$ cat src/rtl/spi_display_cmd.sv
// spi_display_cmd
//   Command decoder between the SPI slave's received-byte stream and the
//   4-digit 7-segment display registers. It parses framed byte commands,
//   updates the digit, colon and LED registers, and returns a one-byte
//   reply for every received byte.
//
// Ports
//   clk        system clock (WF_CLK)
//   reset      synchronous, active-high reset
//   rx_valid   one-cycle strobe, rx_byte holds a received byte
//   rx_byte    received byte
//   cs_active  high while an SPI transaction is open (already synchronized)
//   tx_byte    reply byte for the next SPI exchange, held until next load
//   tx_valid   one-cycle strobe, tx_byte has just been loaded
//   digit0..3  BCD digits, digit0 is the least significant
//   colon      00 colon, 01 decimal point, 11 none
//   led        user LED
//   err_count  saturating count of protocol errors
module spi_display_cmd #(
  parameter logic [7:0] ACK_BASE = 8'hA0,
  parameter logic [7:0] NAK_BYTE = 8'hEE
) (
  input  logic       clk,
  input  logic       reset,
  input  logic       rx_valid,
  input  logic [7:0] rx_byte,
  input  logic       cs_active,
  output logic [7:0] tx_byte,
  output logic       tx_valid,
  output logic [3:0] digit0,
  output logic [3:0] digit1,
  output logic [3:0] digit2,
  output logic [3:0] digit3,
  output logic [1:0] colon,
  output logic       led,
  output logic [7:0] err_count
);

  typedef enum logic [1:0] {ST_IDLE, ST_ARG1, ST_ARG2, ST_DRAIN} state_t;

  localparam logic [2:0] CMD_SET_DIGITS  = 3'd1;
  localparam logic [2:0] CMD_SET_COLON   = 3'd2;
  localparam logic [2:0] CMD_SET_LED     = 3'd3;
  localparam logic [2:0] CMD_READ_DIGITS = 3'd4;

  state_t     state_r;
  logic [2:0] cmd_r;
  logic [7:0] shadow_r;
  logic       err_inc_s;
  logic       err_clr_s;

  // Both bytes of a SET_DIGITS payload must be valid packed BCD.
  function automatic logic bcd_ok(input logic [7:0] hi, input logic [7:0] lo);
    return (hi[7:4] <= 4'd9) && (hi[3:0] <= 4'd9) &&
           (lo[7:4] <= 4'd9) && (lo[3:0] <= 4'd9);
  endfunction

  function automatic logic [7:0] sat_inc(input logic [7:0] v);
    return (v == 8'hFF) ? v : v + 8'd1;
  endfunction

  function automatic logic [7:0] ack(input logic [7:0] cmd);
    return ACK_BASE | {4'h0, cmd[3:0]};
  endfunction

  // Error bookkeeping: unknown command, BCD reject, truncated frame, and clear.
  always_comb begin
    err_inc_s = 1'b0;
    err_clr_s = 1'b0;
    if (!cs_active) begin
      // Leaving ARG1/ARG2 through a dropped chip select is a truncated frame;
      // the FSM returns to IDLE in the same cycle, so this counts once.
      if ((state_r == ST_ARG1) || (state_r == ST_ARG2)) begin
        err_inc_s = 1'b1;
      end else begin
        err_inc_s = 1'b0;
      end
    end else if (rx_valid) begin
      case (state_r)
        ST_IDLE: begin
          if (rx_byte > 8'h06) begin
            err_inc_s = 1'b1;
          end else if (rx_byte == 8'h06) begin
            err_clr_s = 1'b1;
          end else begin
            err_inc_s = 1'b0;
          end
        end
        ST_ARG2: begin
          if ((cmd_r == CMD_SET_DIGITS) && !bcd_ok(shadow_r, rx_byte)) begin
            err_inc_s = 1'b1;
          end else begin
            err_inc_s = 1'b0;
          end
        end
        default: begin
          err_inc_s = 1'b0;
        end
      endcase
    end else begin
      err_inc_s = 1'b0;
    end
  end

  // Command FSM with all display registers and the reply path.
  always_ff @(posedge clk) begin
    if (reset) begin
      state_r   <= ST_IDLE;
      cmd_r     <= 3'd0;
      shadow_r  <= 8'h00;
      tx_byte   <= 8'h00;
      tx_valid  <= 1'b0;
      digit0    <= 4'd0;
      digit1    <= 4'd0;
      digit2    <= 4'd0;
      digit3    <= 4'd0;
      colon     <= 2'b00;
      led       <= 1'b0;
      err_count <= 8'h00;
    end else begin
      tx_valid <= 1'b0;

      // Clear wins over a same-cycle error event.
      if (err_clr_s) begin
        err_count <= 8'h00;
      end else if (err_inc_s) begin
        err_count <= sat_inc(err_count);
      end

      if (!cs_active) begin
        // Any byte strobed alongside a dropped chip select is discarded.
        state_r  <= ST_IDLE;
        shadow_r <= 8'h00;
      end else if (rx_valid) begin
        tx_valid <= 1'b1;
        case (state_r)
          ST_IDLE: begin
            cmd_r <= rx_byte[2:0];
            case (rx_byte)
              8'h00, 8'h06: begin
                tx_byte <= ack(rx_byte);
                state_r <= ST_DRAIN;
              end
              8'h05: begin
                tx_byte <= err_count;
                state_r <= ST_DRAIN;
              end
              8'h01, 8'h02, 8'h03, 8'h04: begin
                tx_byte <= ack(rx_byte);
                state_r <= ST_ARG1;
              end
              default: begin
                tx_byte <= NAK_BYTE;
                state_r <= ST_DRAIN;
              end
            endcase
          end
          ST_ARG1: begin
            case (cmd_r)
              CMD_SET_DIGITS: begin
                shadow_r <= rx_byte;
                tx_byte  <= 8'h00;
                state_r  <= ST_ARG2;
              end
              CMD_SET_COLON: begin
                colon   <= rx_byte[1:0];
                tx_byte <= 8'h00;
                state_r <= ST_DRAIN;
              end
              CMD_SET_LED: begin
                led     <= rx_byte[0];
                tx_byte <= 8'h00;
                state_r <= ST_DRAIN;
              end
              CMD_READ_DIGITS: begin
                tx_byte <= {digit3, digit2};
                state_r <= ST_ARG2;
              end
              default: begin
                tx_byte <= 8'h00;
                state_r <= ST_DRAIN;
              end
            endcase
          end
          ST_ARG2: begin
            case (cmd_r)
              CMD_SET_DIGITS: begin
                // All four digits commit together so no partial value is shown.
                if (bcd_ok(shadow_r, rx_byte)) begin
                  digit3  <= shadow_r[7:4];
                  digit2  <= shadow_r[3:0];
                  digit1  <= rx_byte[7:4];
                  digit0  <= rx_byte[3:0];
                  tx_byte <= ack(8'h01);
                end else begin
                  tx_byte <= NAK_BYTE;
                end
                state_r <= ST_DRAIN;
              end
              CMD_READ_DIGITS: begin
                tx_byte <= {digit1, digit0};
                state_r <= ST_DRAIN;
              end
              default: begin
                tx_byte <= 8'h00;
                state_r <= ST_DRAIN;
              end
            endcase
          end
          ST_DRAIN: begin
            tx_byte <= 8'h00;
          end
          default: begin
            tx_byte <= 8'h00;
            state_r <= ST_IDLE;
          end
        endcase
      end
    end
  end

endmodule

$ cat config.mk
export PLATFORM = sky130hd
export DESIGN_NAME = spi_display_cmd
export DESIGN_NICKNAME = d
export VERILOG_FILES = /design/src/rtl/spi_display_cmd.sv
export SDC_FILE = /design/constraint.sdc
export NUM_CORES = 1
export LEC_CHECK = 0
export ABC_AREA = 0
export BUFFER_PORTS_ARGS = -buffer_cell sky130_fd_sc_hd__buf_2
export CAP_MARGIN = 20
export CORE_UTILIZATION = 40
export CTS_CLUSTER_SIZE = 24
export DETAILED_ROUTE_END_ITERATION = 7
export GPL_TIMING_DRIVEN = 0
export PLACE_DENSITY = 0.57
export SKIP_LAST_GASP = 1
export SLEW_MARGIN = 20
export SYNTH_ARGS = -nofsm -noshare
export SYNTH_HDL_FRONTEND = slang
export SYNTH_SLANG_ARGS = --single-unit
$ cat constraint.sdc
create_clock -name clk -period 3.4 [get_ports clk]
set_clock_uncertainty 0.05 [all_clocks]
set_input_delay 1.02 -clock clk [delete_from_list [all_inputs] [get_ports clk]]
set_output_delay 1.02 -clock clk [all_outputs]
set_load 0.02 [all_outputs]
After elaboration in Yosys (flattened, before gate mapping). Index checks and enable logic that the tools add are counted.

Equality and inequality tests: 14. $lt $le $gt $ge: 5. $add $sub $neg: 1. Mux-type cells: 20. Reduce and logical (&&, ||, !) cells: 22. Bitwise logic cells: 2.

Operator list (count): 8-bit one-hot mux with 2 select lines (2); 8-bit one-hot mux with 4 select lines (1); 8-bit by 3-bit == test with 1-bit output (second input constant) (3); 8-bit by 2-bit == test with 1-bit output (second input constant) (2); 4-bit <= comparator (second input constant) (4); 1-bit 2-to-1 mux (12); 8-bit by 1-bit adder with 8-bit output (second input constant) (1); 8-bit by 1-bit == test with 1-bit output (second input constant) (1); 8-bit == test (second input constant) (1); 8-bit by 3-bit > comparator with 1-bit output (second input constant) (1); 8-bit zero test (1); 8-bit 2-to-1 mux (1); 4-bit AND reduction (2); 7-bit 2-to-1 mux (1); 3-bit by 2-bit == test with 1-bit output (second input constant) (2); 2-bit one-hot mux with 3 select lines (1); 2-bit AND reduction (3); 3-bit AND reduction (2); 2-bit OR reduction (3); 6-bit OR reduction (1); 5-bit AND reduction (1); 2-bit == test (second input constant) (2); 1-bit logical AND (4); 4-bit OR reduction (1); other kinds (10) (11).

Output and inout port bits: 36. Input bits: 12. Logic and storage cells: 76. Register bits: 49.

Longest topological paths before layout. Gate-level depths: netlist of the first run.

Depth in word-level cells: 11. Gate-level depth with buffers: 8. Depth with buffers taken out: 7.

Worst setup path before layout of the first run. OpenSTA, ideal clock, no wires.

Path kind: input to register. Start: input rx_byte[3]. End: register tx_byte[7]. Arrival: 2473 ps. Slack: 747 ps. Data required time: 3220 ps. Path buffers: 0. Cell stages on the path: 5. Setup time: 130 ps. Path through: or4_4 > or4b_4 > nand2b_4 > o211ai_1 > a21oi_1.

Longest elaborated chain between the ends: 4. Elaborated cells on any way between the ends: 10. Classes of those cells: eq/ne: 6; mux: 2; reduce/logical: 2.

RTL lines: start, declared (line 26) `input logic [7:0] rx_byte,`; 8-bit by 3-bit == test with 1-bit output, or another cell as far along (line 139) `case (rx_byte)`; 6-bit OR reduction (no line); 8-bit one-hot mux with 2 select lines (*) (line 139); 8-bit one-hot mux with 4 select lines (*) (line 136) `case (state_r)`; end signal, assigned (line 141) `tx_byte <= ack(rx_byte);`; end signal, assigned (line 145) `tx_byte <= err_count;`; end signal, assigned (line 149) `tx_byte <= ack(rx_byte);`; end, declared (line 28) `output logic [7:0] tx_byte,`.

Every way passes the cells marked *; elsewhere a longest branch is shown, timed or not. A chain may end at the register's enable or synchronous reset.

Worst setup path in the final report of the first run.
Start: input rx_byte[2]. End: register digit0[2].

Longest elaborated chain between the ends: 3.

RTL lines: 4-bit <= comparator (line 55) `(lo[7:4] <= 4'd9) && (lo[3:0] <= 4'd9);`; 1-bit logical AND (line 55); 5-bit AND reduction (no line); end signal, assigned (line 193) `digit0 <= rx_byte[3:0];`; end, declared (line 30) `output logic [3:0] digit0,`.

Parallel ways exist; a longest one is shown, timed or not.

==> key figures, run 1 <==
Timing
  • Fin. max-slew vios: 0
  • RSZ-0062 raised after global routing: false
  • Final Hold Viols: 0
  • Setup ws final: 0.679 ns
  • Period utilisation layout: 80.0%
  • Setup_tns: 0 ns
  • Worst-Margin Slew: 0.762 ns
  • Max Clk Rate: 368 MHz
  • Final setup vio count: 0
  • Post-route minimum period: 2.72 ns
  • Headroom to the max-slew limit: 48.5%

Floorplan
  • I/O pins: 48
  • Die width: 80.8 microns
  • Core area: 5960 sq um
  • Die height: 80.8 microns
  • Starting density of the core: 41.7%
  • Die area: 6520 sq um
  • # rows: 28

Synthesis
  • Yosys cell types: 60
  • Ys flop type: dfxtp_1
  • Synthesis Warnings: 0
  • Most frequent cell after synthesis: dfxtp_1
  • Top cell type's share of synthesized area: 39.5%
  • Largest family of logic cells by synthesized area: simple AND/OR/NAND/NOR gates
  • Synth Area in Compound Gates: 17.2%
  • Area of the mapped netlist: 2480 sq um
  • Top cells by area, synth: dfxtp_1 (40%), mux2i_1 (11%), nor2_1 (6.4%), a21boi_2 (2.7%), ha_1 (2.5%)
  • Adder-cell share of the synthesized area: 2.52%
  • Post-Syn Instances: 260
  • Post-synthesis mux area share: 11.3%
  • EDFF count, synth: 0
  • Xor-xnor portion of the synthesized cell area: 0.353%
  • Avg Cell Area, Syn: 9.54 sq um
  • Post-synth ARST share: 0%
  • Post-synthesis sequential area ratio: 39.5%
  • Synth top cells by count: dfxtp_1 (49), nor2_1 (42), mux2i_1 (28)
  • Yosys top cell by area: dfxtp_1
  • Synth Net Count: 277
  • Post-synthesis simple-gate area fraction: 23.7%
  • Flop and latch count out of synthesis: 49

Pwr
  • Gate power share: 12.1%
  • Flop pwr share: 51.9%
  • Leakage: 1.20 nW
  • Sw Share: 25.5%
  • Pwr dens: 394 nW/um^2
  • Peak supply drop: 0.206 mV
  • P_sw: 292 uW
  • Pint: 854 uW
  • Clk pwr share: 36.1%

Clocking
  • Longest Clk Path Bufs: 2
  • Root Driver: clkbuf_8
  • Skew-Pair Late Insertion Delay: 0.30 ns
  • CTS Buf Count: 5
  • CTS Hold Buffers Added: 0
  • TritonCTS clock tree: done
  • Clock Pin Slew Worst Setup and Hold Paths: 0.09 ns
  • Post-CTS sizing: 0
  • H-tree Lvls: 2
  • Buffer count from post-CTS setup fixing: 0
  • CTS sink count: 49

Place
  • IO Port Bufs: 46
  • Pre-CTS WS: 0.340 ns
  • Dpl cell area: 2810 sq um
  • Post-DP HPWL: 4680 microns
  • GP Congestion: 0.812

Critical path
  • Max Fanout on Critical Path: 10
  • CP max-delay cell: nor3_2
  • Critical path's top delay family: simple AND/OR/NAND/NOR gates
  • Startpoint Class: input port
  • Crit end category: flip-flop
  • Worst EP arrival: 2.85 ns
  • WP data required: 3.53 ns
  • CP Cell Sequence: buf_2 > o21ai_0 > nand4_1 > nor3_2 > buf_4 > mux2i_1 > nor2_1
  • R2R setup slack: 0.85 ns
  • WP buf/inv: 2
  • Crit Path Class: in2reg
  • CP max stage delay: 0.66 ns

Detailed routing
  • Routed vias: 2139
  • Post-route ant nets: 0
  • # DRC: 0
  • DRC marker count from the first detailed-route iteration: 164
  • TritonRoute pass-1 iters: 4
  • Drt wl/cell: 16.6 microns
  • Total wire length: 6450 microns
  • Vias per cell: 5.51

GRT
  • Vias in the first global route: 2018
  • Initial antenna violation count: 0
  • GR peak layer: met2
  • Largest net degree at the start of global routing: 15
  • Met1 GRT Util: 30.0%
  • Total GRT Usage: 21.2%
  • First-pass GRT wire length: 10300 microns
  • Met3 Usage GRT: 3.37%
  • Overflow after GRT: 0
  • Grt met2 use: 32.5%

Layout
  • Ant diodes: 0
  • Layout cells sized above 1: 26.8%
  • Area occupied by multi-input gates: 1370 sq um
  • Post-layout net count: 330
  • Design area: 2910 sq um
  • Layout fillers: 605
  • Synth-to-layout area growth: 17.2%
  • Register Area: 981 sq um

Flow run
  • MaxCap Viol Count: 0

Run status
  • Outcome: finished, final reports clean

Worst hold path
  • Worst Hold Class: reg2reg
[per-layer routing]
metal | share of wire, % | up-vias
met2 | 44 | 78
met4 | 1.0 | 0
li1 | - | 1062
met5 | 0 | -
met3 | 5.9 | 7
met1 | 49 | 992
[through the flow]
stage	total power [mW]	hold slack (ns)	cells	util (%)
2_1_floorplan	0.699	0.404	260	-
3_3_place_gp	0.744	0.388	381	47.1
3_5_place_dp	0.744	0.391	381	47.1
4_1_cts	1.16	0.404	388	48.8
5_1_grt	1.19	0.425	388	48.8
6_report	1.15	0.401	388	48.8
[cell usage in the layout (no fill, tap or decap), drive strengths merged, types with 4 or more instances in the layout]
master and count:
nor2b 4, ha 5, o211ai 4, nand2 13, inv 4, nand3 5, dfxtp 49, nor3 4
a21boi 6, buf 51, a21oi 8, nand4 5, o21ai 14, mux2i 28, clkbuf 14, nor2 43
or3 5
[worst min-delay path: stages (launching register included)]
cell and delay, ns:
dfxtp_1 0.32, nand2_1 0.05, a21oi_1 0.05
[kinds of logic (layout without fill, tap and decap cells)]
group	Yosys count	count (layout)
AOI/OAI and AO/OA	54	54
and+or+nand+nor	104	104
DFF	49	49
xor gates and xnor gates	1	1
muxes	28	28
adders and majority gates	5	5
buffers and inverters	19	72
[worst paths after layout]
check        cells after the start                     from                         to
max                              7               rx_byte[2]     digit0[2]$_SDFFE_PP0P_
min                              2  tx_byte[5]$_SDFFE_PP0P_    tx_byte[5]$_SDFFE_PP0P_
max reg2reg                      8  state_r[0]$_SDFFE_PP0P_  err_count[5]$_SDFFE_PP0P_
min reg2reg                      2  tx_byte[5]$_SDFFE_PP0P_    tx_byte[5]$_SDFFE_PP0P_
[area by class of cell]
class,instances,area share [%]
Timing Repair Buffer,46,7.91
Clock buffer,5,2.37
Buffer,15,4.09
Clock inverter,2,1.20
Tap cell,75,3.23
Sequential cell,49,33.7
Multi-Input combinational cell,192,47.0
Inverter,4,0.516
[power by group through the flow]
stage          clock network [mW]  registers [mW]  logic, mW
2_1_floorplan                   0           0.617     0.0822
3_3_place_gp                    0           0.607      0.137
3_5_place_dp                    0           0.608      0.137
4_1_cts                     0.423           0.595      0.138
5_1_grt                     0.441           0.597      0.149
6_report                    0.413           0.594      0.138
[flip-flops by register name (all words and copies together), names as in the netlist, 2 cells and up]
register and count:
cmd_r 3, colon 2, digit0 4, digit1 4, digit2 4, digit3 4, err_count 8, shadow_r 8
state_r 2, tx_byte 8
Note: power is estimated with default switching activity, not from simulation.
==> inputs of run 2 (changes only) <==
- clock period: 3.4 -> 2.6 ns (I/O delays scaled with it)
==> run 2 against run 1 <==
Effect of this change: first-iteration DRC count is 15% higher; sequential power rose by 31%; setup slack got worse by 0.43 ns; sequential share of layout area down 0.16 points; routed wire length down 0.74%; register-to-register slack got worse by 0.59 ns; largest cell class unchanged.
==> key figures, run 2 (same netlist as run 1, synthesis figures left out) <==
Detailed routing
  • # DRC: 0
  • Routed vias: 2126
  • Total wire length: 6400 microns
  • TritonRoute pass-1 iters: 4
  • Vias per cell: 5.48
  • DRC marker count from the first detailed-route iteration: 188
  • Post-route ant nets: 0
  • Drt wl/cell: 16.5 microns

Critical path
  • CP Cell Sequence: buf_2 > or4_4 > o311a_4 > a211oi_4 > buf_6 > or3_2 > a21boi_2
  • CP max-delay cell: or4_4
  • WP data required: 2.75 ns
  • Worst EP arrival: 2.50 ns
  • Max Fanout on Critical Path: 10
  • Startpoint Class: input port
  • Crit Path Class: in2reg
  • R2R setup slack: 0.26 ns
  • CP max stage delay: 0.58 ns
  • Crit end category: flip-flop

Floorplan
  • Die area: 6520 sq um
  • I/O pins: 48
  • Core area: 5960 sq um
  • # rows: 28
  • Starting density of the core: 41.7%
  • Die width: 80.8 microns
  • Die height: 80.8 microns

Timing
  • Post-route minimum period: 2.35 ns
  • Final Hold Viols: 0
  • Setup_tns: 0 ns
  • Headroom to the max-slew limit: 59.1%
  • Period utilisation layout: 90.5%
  • Fin. max-slew vios: 0
  • WHS: 0.401 ns
  • Max Clk Rate: 425 MHz
  • Final setup vio count: 0
  • RSZ-0062 raised after global routing: false
  • Worst-Margin Slew: 0.613 ns

GRT
  • First-pass GRT wire length: 10300 microns
  • Total GRT Usage: 21.2%
  • Initial antenna violation count: 0
  • Vias in the first global route: 2018
  • Grt met2 use: 32.5%
  • Largest net degree at the start of global routing: 15
  • Overflow after GRT: 0
  • Met1 GRT Util: 30.0%
  • GR peak layer: met2
  • Met3 Usage GRT: 3.37%

Place
  • Post-DP HPWL: 4680 microns
  • GP Congestion: 0.812
  • IO Port Bufs: 46

Layout
  • Layout cells sized above 1: 27.2%
  • Synth-to-layout area growth: 17.8%
  • Biggest regs: err_count: 8 flops, shadow_r: 8 flops, tx_byte: 8 flops
  • Most frequent cells in the layout: dfxtp_1 (49), buf_2 (48), nor2_1 (42)
  • Post-layout net count: 330
  • Ant diodes: 0
  • Final Core Density: 49.1%
  • Commonest non-fill, non-tap cell in the layout: dfxtp_1

Pwr
  • Pwr dens: 513 nW/um^2
  • Peak supply drop: 0.269 mV
  • Design Power: 1.50 mW
  • Leakage: 1.21 nW

Clocking
  • H-tree Lvls: 2
  • CTS Hold Buffers Added: 0
  • Root Driver: clkbuf_8
  • CTS sink count: 49
  • Skew-Pair Late Insertion Delay: 0.30 ns
  • Clock Pin Slew Worst Setup and Hold Paths: 0.09 ns
  • CTS Buf Count: 5
  • Longest Clk Path Bufs: 2
  • TritonCTS clock tree: done

Flow run
  • MaxCap Viol Count: 0

Run status
  • Outcome: finished, final reports clean

Worst hold path
  • Worst Hold Class: reg2reg
run 2: metrics by stage:
step                      setup WS, ns  instances  cell area [sq um]
after floorplan                  0.187        260               2480
after global placement          -0.210        381               2810
after detailed placement        -0.220        381               2810
after CTS                       0.0454        388               2910
after global routing            0.0880        388               2920
final                            0.247        388               2920
run 2: worst paths after layout:
| path | from | to | depth (start not counted) |
|---|---|---|---|
| max | rx_byte[3] | err_count[4]$_SDFFE_PP0P_ | 7 |
| min reg2reg | tx_byte[5]$_SDFFE_PP0P_ | tx_byte[5]$_SDFFE_PP0P_ | 2 |
| min | tx_byte[5]$_SDFFE_PP0P_ | tx_byte[5]$_SDFFE_PP0P_ | 2 |
| max reg2reg | state_r[0]$_SDFFE_PP0P_ | err_count[5]$_SDFFE_PP0P_ | 8 |
run 2: layout make-up:
type	instances	area, sq um
fill	603	3030
multi-input combinational	192	1380
sequential	49	981
timing repair buffer	46	230
buffer	15	119
tap	75	93.8
clock buffer	5	68.8
clock inverter	2	35.0
inverter	4	15.0
run 2: report_power, final:
| part | total [mW] | switching [mW] | leakage, nW | internal [mW] |
|---|---|---|---|---|
| clock network | 0.542 | 0.262 | 0.0540 | 0.280 |
| registers | 0.777 | 0.0124 | 0.397 | 0.765 |
| logic | 0.181 | 0.110 | 0.761 | 0.0713 |
run 2: layer usage:
layer,part of all wire [%],vias to the layer above
met3,5.9,5
li1,-,1062
met1,49,994
met4,0.91,0
met5,0,-
met2,44,65
run 2: timing repair:
| action | in CTS | in global routing |
|---|---|---|
| endpoints found under the setup margin | 0 | 11 |
| setup buffers | 0 | 0 |
| gates resized for setup | 0 | 2 |
run 2: critical path, delay by kind of cell:
family,cells,cell delay [ns]
buffers and inverters,2,0.32
AO/OA/AOI/OAI,3,0.71
AND/OR/NAND/NOR,2,0.70
